[src/rtl/io_address_sequencer.sv]
// io_address_sequencer: emits raw I/O port addresses for a burst of consecutive port indices.
// Defining IO_ADDRESS_SEQUENCER_RANGE_CHECK_EN rejects starts that fall outside the block.
module io_address_sequencer #(
   parameter int unsigned ADDR_COUNT = 1,
   parameter int unsigned ADDR_BASE  = 0,
   parameter int unsigned ADDR_WIDTH = 1
) (
   input  logic                  clock,
   input  logic                  reset,
   input  logic                  start,
   input  logic [ADDR_WIDTH-1:0] start_index,
   input  logic [ADDR_WIDTH:0]   length,
   output logic                  busy,
   output logic                  addr_valid,
   input  logic                  addr_ready,
   output logic [ADDR_WIDTH-1:0] raw_address,
   output logic [ADDR_WIDTH-1:0] index,
   output logic                  last,
   output logic                  done,
   output logic                  error
);

   localparam int unsigned AW = ADDR_WIDTH;
   localparam int unsigned CW = ADDR_WIDTH + 1;
   localparam logic [AW-1:0] BaseRaw   = AW'(ADDR_BASE);
   localparam logic [CW-1:0] Count     = CW'(ADDR_COUNT);
   localparam logic [AW-1:0] IndexLast = AW'(ADDR_COUNT - 1);

   typedef enum logic [0:0] {StIdle, StRun} state_e;

   state_e        state_q, state_d;
   logic [AW-1:0] index_q, index_d;
   logic [AW-1:0] raw_q, raw_d;
   logic [CW-1:0] remaining_q, remaining_d;
   logic          last_q, last_d;
   logic          done_q, done_d;
   logic          reject;
   logic [AW-1:0] load_index;

`ifdef IO_ADDRESS_SEQUENCER_RANGE_CHECK_EN
   logic [AW+1:0] end_sum;
   logic          error_q;

   assign end_sum    = {2'b00, start_index} + {1'b0, length};
   assign reject     = ({1'b0, start_index} >= Count) || (end_sum > {1'b0, Count});
   assign load_index = start_index;

   always_ff @(posedge clock or posedge reset) begin
      if (reset) begin
         error_q <= 1'b0;
      end else begin
         error_q <= (state_q == StIdle) && start && reject;
      end
   end
`else
   assign reject     = 1'b0;
   // Out-of-block start indices fold back into the block.
   assign load_index = AW'({1'b0, start_index} % Count);
`endif

   always_ff @(posedge clock or posedge reset) begin
      if (reset) begin
         state_q     <= StIdle;
         index_q     <= '0;
         raw_q       <= BaseRaw;
         remaining_q <= '0;
         last_q      <= 1'b0;
         done_q      <= 1'b0;
      end else begin
         state_q     <= state_d;
         index_q     <= index_d;
         raw_q       <= raw_d;
         remaining_q <= remaining_d;
         last_q      <= last_d;
         done_q      <= done_d;
      end
   end

   always_comb begin
      state_d     = state_q;
      index_d     = index_q;
      raw_d       = raw_q;
      remaining_d = remaining_q;
      last_d      = last_q;
      done_d      = 1'b0;
      unique case (state_q)
         StIdle: begin
            if (start && !reject) begin
               if (length == '0) begin
                  done_d = 1'b1;
               end else begin
                  state_d     = StRun;
                  index_d     = load_index;
                  raw_d       = AW'({1'b0, BaseRaw} + {1'b0, load_index});
                  remaining_d = length;
                  last_d      = (length == CW'(1));
               end
            end
         end
         StRun: begin
            if (addr_ready) begin
               remaining_d = remaining_q - CW'(1);
               last_d      = (remaining_q == CW'(2));
               // An index wrap restarts the raw address at the block base.
               if (index_q == IndexLast) begin
                  index_d = '0;
                  raw_d   = BaseRaw;
               end else begin
                  index_d = index_q + AW'(1);
                  raw_d   = AW'({1'b0, raw_q} + CW'(1));
               end
               if (last_q) begin
                  state_d = StIdle;
                  last_d  = 1'b0;
                  done_d  = 1'b1;
               end
            end
         end
         default: state_d = StIdle;
      endcase
   end

   always_comb begin
      busy        = (state_q == StRun);
      addr_valid  = (state_q == StRun);
      raw_address = raw_q;
      index       = index_q;
      last        = last_q;
      done        = done_q;
`ifdef IO_ADDRESS_SEQUENCER_RANGE_CHECK_EN
      error       = error_q;
`else
      error       = 1'b0;
`endif
   end

endmodule
[config.mk]
export PLATFORM = sky130hd
export DESIGN_NAME = io_address_sequencer
export DESIGN_NICKNAME = d
export VERILOG_FILES = /design/src/rtl/io_address_sequencer.sv
export SDC_FILE = /design/constraint.sdc
export NUM_CORES = 1
export LEC_CHECK = 0
export ABC_AREA = 0
export BUFFER_PORTS_ARGS = -buffer_cell sky130_fd_sc_hd__buf_2
export CAP_MARGIN = 10
export CORE_AREA = 8 8 45 47
export CTS_CLUSTER_SIZE = 10
export DETAILED_ROUTE_END_ITERATION = 10
export DIE_AREA = 0 0 53 55
export GPL_TIMING_DRIVEN = 1
export PLACE_DENSITY_LB_ADDON = 0.2
export SLEW_MARGIN = 20
export SYNTH_ARGS = -nofsm -noshare
export SYNTH_HDL_FRONTEND = slang
export SYNTH_SLANG_ARGS = --single-unit
[constraint.sdc]
create_clock -name clock -period 1.35 [get_ports clock]
set_clock_uncertainty 0.05 [all_clocks]
set_input_delay 0.2025 -clock clock [delete_from_list [all_inputs] [get_ports clock]]
set_output_delay 0.2025 -clock clock [all_outputs]
set_load 0.01 [all_outputs]
==> metrics.txt <==
# TYPE chip_impl_metric gauge
chip_impl_info{name="criticalPathCategory",value="reg2reg"} 1
chip_impl_metric{name="grt_max_degree",unit=""} 9
chip_impl_metric{name="synth-seq-cells",unit=""} 5
chip_impl_metric{name="maximum_count_of_clock_buffers_along_a_single_path",unit=""} 2
chip_impl_metric{name="grt_overflow",unit=""} 0
chip_impl_metric{name="worst-r2r-setup-slack",unit="ns"} -0.003
chip_impl_metric{name="initial_core_util",unit=""} 0.2414
chip_impl_metric{name="final_core_util",unit=""} 0.3065
chip_impl_metric{name="antenna_left",unit=""} 0
chip_impl_info{name="critical_register_to_register_path_endpoint",value="remaining_q[1]"} 1
chip_impl_metric{name="post_cts_resized",unit=""} 0
chip_impl_metric{name="detailed_place_hpwl",unit="um"} 586.6
chip_impl_info{name="setup.worst_path.end",value="remaining_q[1]"} 1
chip_impl_metric{name="crit_arrival",unit="ns"} 1.42
chip_impl_metric{name="detail_route.drc_violations",unit=""} 0
chip_impl_metric{name="power_density_over_cell_area",unit="nW/um2"} 2039
chip_impl_metric{name="groute.usage.overall",unit=""} 0.06305
chip_impl_metric{name="synthCells",unit=""} 32
chip_impl_metric{name="total_count_of_max_transition_violations_in_the_final_report",unit=""} 0
chip_impl_info{name="tritoncts_clock_tree",value="done"} 1
chip_impl_metric{name="post_synthesis_average_cell_area",unit="um2"} 10.44
chip_impl_metric{name="drive_gt1_frac",unit=""} 0.4348
chip_impl_metric{name="clock_transition_time_at_the_flip_flop_clock_pins_of_the_worst_setup_and_hold_paths",unit="ns"} 0.04
chip_impl_metric{name="synth.yosys.seq_area_share",unit=""} 0.3745
chip_impl_metric{name="ys_types",unit=""} 18
chip_impl_info{name="status",value="finished with violations"} 1
chip_impl_metric{name="vias_in_the_first_global_route",unit=""} 287
chip_impl_metric{name="numClockSinks",unit=""} 5
chip_impl_metric{name="post-route-min-period",unit="ns"} 1.353
chip_impl_metric{name="clock_insertion_delay_at_the_later_pin_of_the_skew_report",unit="ns"} 0.24
chip_impl_metric{name="cts_htree_levels",unit=""} 1
chip_impl_metric{name="ys_warnings",unit=""} 0
chip_impl_metric{name="num-nets-final",unit=""} 55
chip_impl_info{name="worst_setup_path_start_kind",value="register"} 1
chip_impl_metric{name="max-cap-violations",unit=""} 0
chip_impl_metric{name="worstSetupPathDepth",unit=""} 3
chip_impl_metric{name="total_wirelength_of_the_detailed_routed_design",unit="um"} 722
chip_impl_metric{name="placeableCoreArea",unit="um2"} 1384
chip_impl_info{name="setup_repair_after_global_routing_missed_its_margin",value="true"} 1
chip_impl_metric{name="antenna-diode-count",unit=""} 0
chip_impl_metric{name="placed_cells",unit=""} 56
chip_impl_metric{name="min_period_over_period",unit=""} 1.002
chip_impl_metric{name="timing.critical_path.required",unit="ns"} 1.42
chip_impl_metric{name="hold_viol",unit=""} 0
chip_impl_metric{name="detail_route.first_pass.iterations",unit=""} 4
chip_impl_metric{name="max_stage_delay",unit="ns"} 0.38
chip_impl_metric{name="die_w",unit="um"} 53
chip_impl_metric{name="cellLeakagePower",unit="nW"} 0.2251
chip_impl_metric{name="fill_cells",unit=""} 151
chip_impl_info{name="end_kind",value="register"} 1
chip_impl_metric{name="inserted_clock_buffers",unit=""} 3
chip_impl_metric{name="wire_per_inst",unit="um"} 11.65
chip_impl_info{name="worstHoldPathType",value="in2reg"} 1
chip_impl_metric{name="portBuffers",unit=""} 9
chip_impl_metric{name="post_drt_via_cell_ratio",unit=""} 4.274
chip_impl_metric{name="fin_cells",unit=""} 62
chip_impl_metric{name="post_synth_instance_area",unit="um2"} 334.1
chip_impl_metric{name="detail_route.iter0.violations",unit=""} 9
chip_impl_info{name="worstHoldStart",value="length[0]"} 1
chip_impl_metric{name="setup_viol",unit=""} 1
chip_impl_metric{name="num_io_pins",unit=""} 14
chip_impl_info{name="crit_path_top_delay_cell",value="sky130_fd_sc_hd__dfrtp_1"} 1
chip_impl_metric{name="first_pass_grt_wire_length",unit="um"} 1200
chip_impl_metric{name="maxClockFrequency",unit="GHz"} 0.7392
chip_impl_metric{name="area_growth_syn_to_layout",unit="%"} 26.97
chip_impl_metric{name="vdd_drop_max",unit="uV"} 570.0
chip_impl_metric{name="die_height",unit="um"} 55
chip_impl_metric{name="antenna_found_initial",unit=""} 0
chip_impl_info{name="r2r_start",value="remaining_q[1]"} 1
chip_impl_metric{name="route.vias.total",unit=""} 265
chip_impl_info{name="worst_path_dominant_cell_family",value="multiplexers"} 1
chip_impl_metric{name="worstRegToRegCells",unit=""} 3
chip_impl_metric{name="row_count",unit=""} 14
chip_impl_info{name="setup.worst_path.start",value="remaining_q[1]"} 1
chip_impl_info{name="cts_root_buffer",value="sky130_fd_sc_hd__clkbuf_4"} 1
chip_impl_metric{name="worst-path-buf-inv",unit=""} 0
chip_impl_metric{name="floorplan.die_area",unit="um2"} 2915
chip_impl_info{name="worstPathCellList",value="ha_1, mux2_4, mux2_4"} 1
chip_impl_metric{name="place_congestion",unit=""} 0.6675
chip_impl_info{name="failed_checks",value="negative setup slack"} 1
chip_impl_metric{name="crit_fanout",unit=""} 2
chip_impl_metric{name="postLayoutSetupSlackWorst",unit="ns"} -0.002890
chip_impl_info{name="cp_common_cell",value="sky130_fd_sc_hd__mux2_4"} 1
[through the flow]
step | setup TNS (ns) | total power, W | area [um2] | worst slack [ns] | hold slack (ns)
global route | -0.03513 | 0.0009407 | 424.2 | -0.03513 | 0.1745
detailed placement | -0.008112 | 0.0006779 | 380.4 | -0.008112 | 0.05579
floorplan | 0 | 0.0005868 | 341.6 | 0.002273 | -0.06898
CTS | -0.006147 | 0.0008803 | 424.2 | -0.006147 | 0.1558
finish | -0.002890 | 0.0008647 | 424.2 | -0.002890 | 0.1654
global placement | 0 | 0.0006712 | 380.4 | 0.0003312 | 0.04668
[power by group]
group | total, W | switching [W] | internal, W | leakage [nW]
clock | 0.000167 | 0.0000559 | 0.000111 | 0.0150
combinational | 0.000425 | 0.000163 | 0.000262 | 0.150
sequential | 0.000272 | 0.0000598 | 0.000212 | 0.0597
[layer usage]
metal,vias up,GRT usage,share of wire
li1,128,-,-
met1,115,0.05368,0.36
met2,18,0.07422,0.44
met3,4,0.04011,0.15
met4,0,0.1164,0.058
met5,-,0,0
[flip-flops by register name, summed over array words and instances, names as in the netlist]
register,flops
last,1
addr_valid,1
remaining_q,2
done,1
[placed cells by master, fill, tap and decap left out]
| master | instances |
|---|---|
| sky130_fd_sc_hd__a21boi_0 | 1 |
| sky130_fd_sc_hd__a21oi_1 | 1 |
| sky130_fd_sc_hd__a221oi_1 | 1 |
| sky130_fd_sc_hd__buf_2 | 9 |
| sky130_fd_sc_hd__buf_4 | 3 |
| sky130_fd_sc_hd__clkbuf_1 | 1 |
| sky130_fd_sc_hd__clkbuf_4 | 3 |
| sky130_fd_sc_hd__conb_1 | 3 |
| sky130_fd_sc_hd__dfrtp_1 | 5 |
| sky130_fd_sc_hd__dlygate4sd3_1 | 1 |
| sky130_fd_sc_hd__ha_1 | 1 |
| sky130_fd_sc_hd__inv_1 | 4 |
| sky130_fd_sc_hd__mux2_4 | 3 |
| sky130_fd_sc_hd__nand2_1 | 3 |
| sky130_fd_sc_hd__nand3_1 | 1 |
| sky130_fd_sc_hd__nor2_1 | 1 |
| sky130_fd_sc_hd__o21a_4 | 1 |
| sky130_fd_sc_hd__o21ai_2 | 1 |
| sky130_fd_sc_hd__o2bb2ai_1 | 1 |
| sky130_fd_sc_hd__o41ai_1 | 1 |
| sky130_fd_sc_hd__xnor2_1 | 1 |
[worst min path at each step]
stage               cells past startpoint  slack, ns    endpoint
finish                                  2       0.17        done
global route                            2       0.17        done
CTS                                     2       0.16        done
detailed placement                      2       0.06  addr_valid
global placement                        2       0.05        done
floorplan                               1      -0.07  addr_valid
[worst register-to-register path: stages, from the launching register on]
cell,delay (ns)
sky130_fd_sc_hd__dfrtp_1,0.38
sky130_fd_sc_hd__ha_1,0.29
sky130_fd_sc_hd__mux2_4,0.25
sky130_fd_sc_hd__mux2_4,0.26
[cell type report]
class	instances	area (um2)	area share
repair buffers	13	77.57	0.1829
inverters	4	15.01	0.03540
flip-flops and latches	5	125.1	0.2950
clock buffers	4	26.28	0.06195
multi-input cells	20	160.2	0.3776
well taps	16	20.02	0.04720
[timing repair]
| action | CTS | global route |
|---|---|---|
| hold endpoints to repair | 5 | 0 |
| endpoints found under the setup margin | 1 | 1 |
| setup buffers | 1 | 0 |
| hold buffers | 1 | 0 |
| pin swaps | 1 | 0 |
[cell usage after synthesis]
| library cell | instances | share of area |
|---|---|---|
| sky130_fd_sc_hd__dfrtp_1 | 5 | 0.37 |
| sky130_fd_sc_hd__buf_4 | 4 | 0.090 |
| sky130_fd_sc_hd__inv_1 | 4 | 0.045 |
| sky130_fd_sc_hd__mux2_4 | 3 | 0.13 |
| sky130_fd_sc_hd__nand2_1 | 3 | 0.034 |
| sky130_fd_sc_hd__a21boi_0 | 1 | 0.022 |
| sky130_fd_sc_hd__a21oi_1 | 1 | 0.015 |
| sky130_fd_sc_hd__a221oi_1 | 1 | 0.026 |
| sky130_fd_sc_hd__buf_6 | 1 | 0.034 |
| sky130_fd_sc_hd__conb_1 | 1 | 0.011 |
| sky130_fd_sc_hd__ha_1 | 1 | 0.037 |
| sky130_fd_sc_hd__nand3_1 | 1 | 0.015 |
| sky130_fd_sc_hd__nor2_1 | 1 | 0.011 |
| sky130_fd_sc_hd__o21a_4 | 1 | 0.045 |
| sky130_fd_sc_hd__o21ai_2 | 1 | 0.026 |
| sky130_fd_sc_hd__o2bb2ai_1 | 1 | 0.026 |
| sky130_fd_sc_hd__o41ai_1 | 1 | 0.026 |
| sky130_fd_sc_hd__xnor2_1 | 1 | 0.026 |
[cell families (layout without fill, tap and decap cells)]
family | Yosys count | in the layout | share of synthesized area
other | 1 | 3 | 0.01123
adder cells (fa/ha/maj) | 1 | 1 | 0.03745
XOR/XNOR | 1 | 1 | 0.02622
multiplexers | 3 | 3 | 0.1348
AO/OA/AOI/OAI | 7 | 7 | 0.1873
buffers and inverters | 9 | 21 | 0.1685
flip-flops | 5 | 5 | 0.3745
AND/OR/NAND/NOR | 5 | 5 | 0.05990
Power figures use the tool's default switching activity.
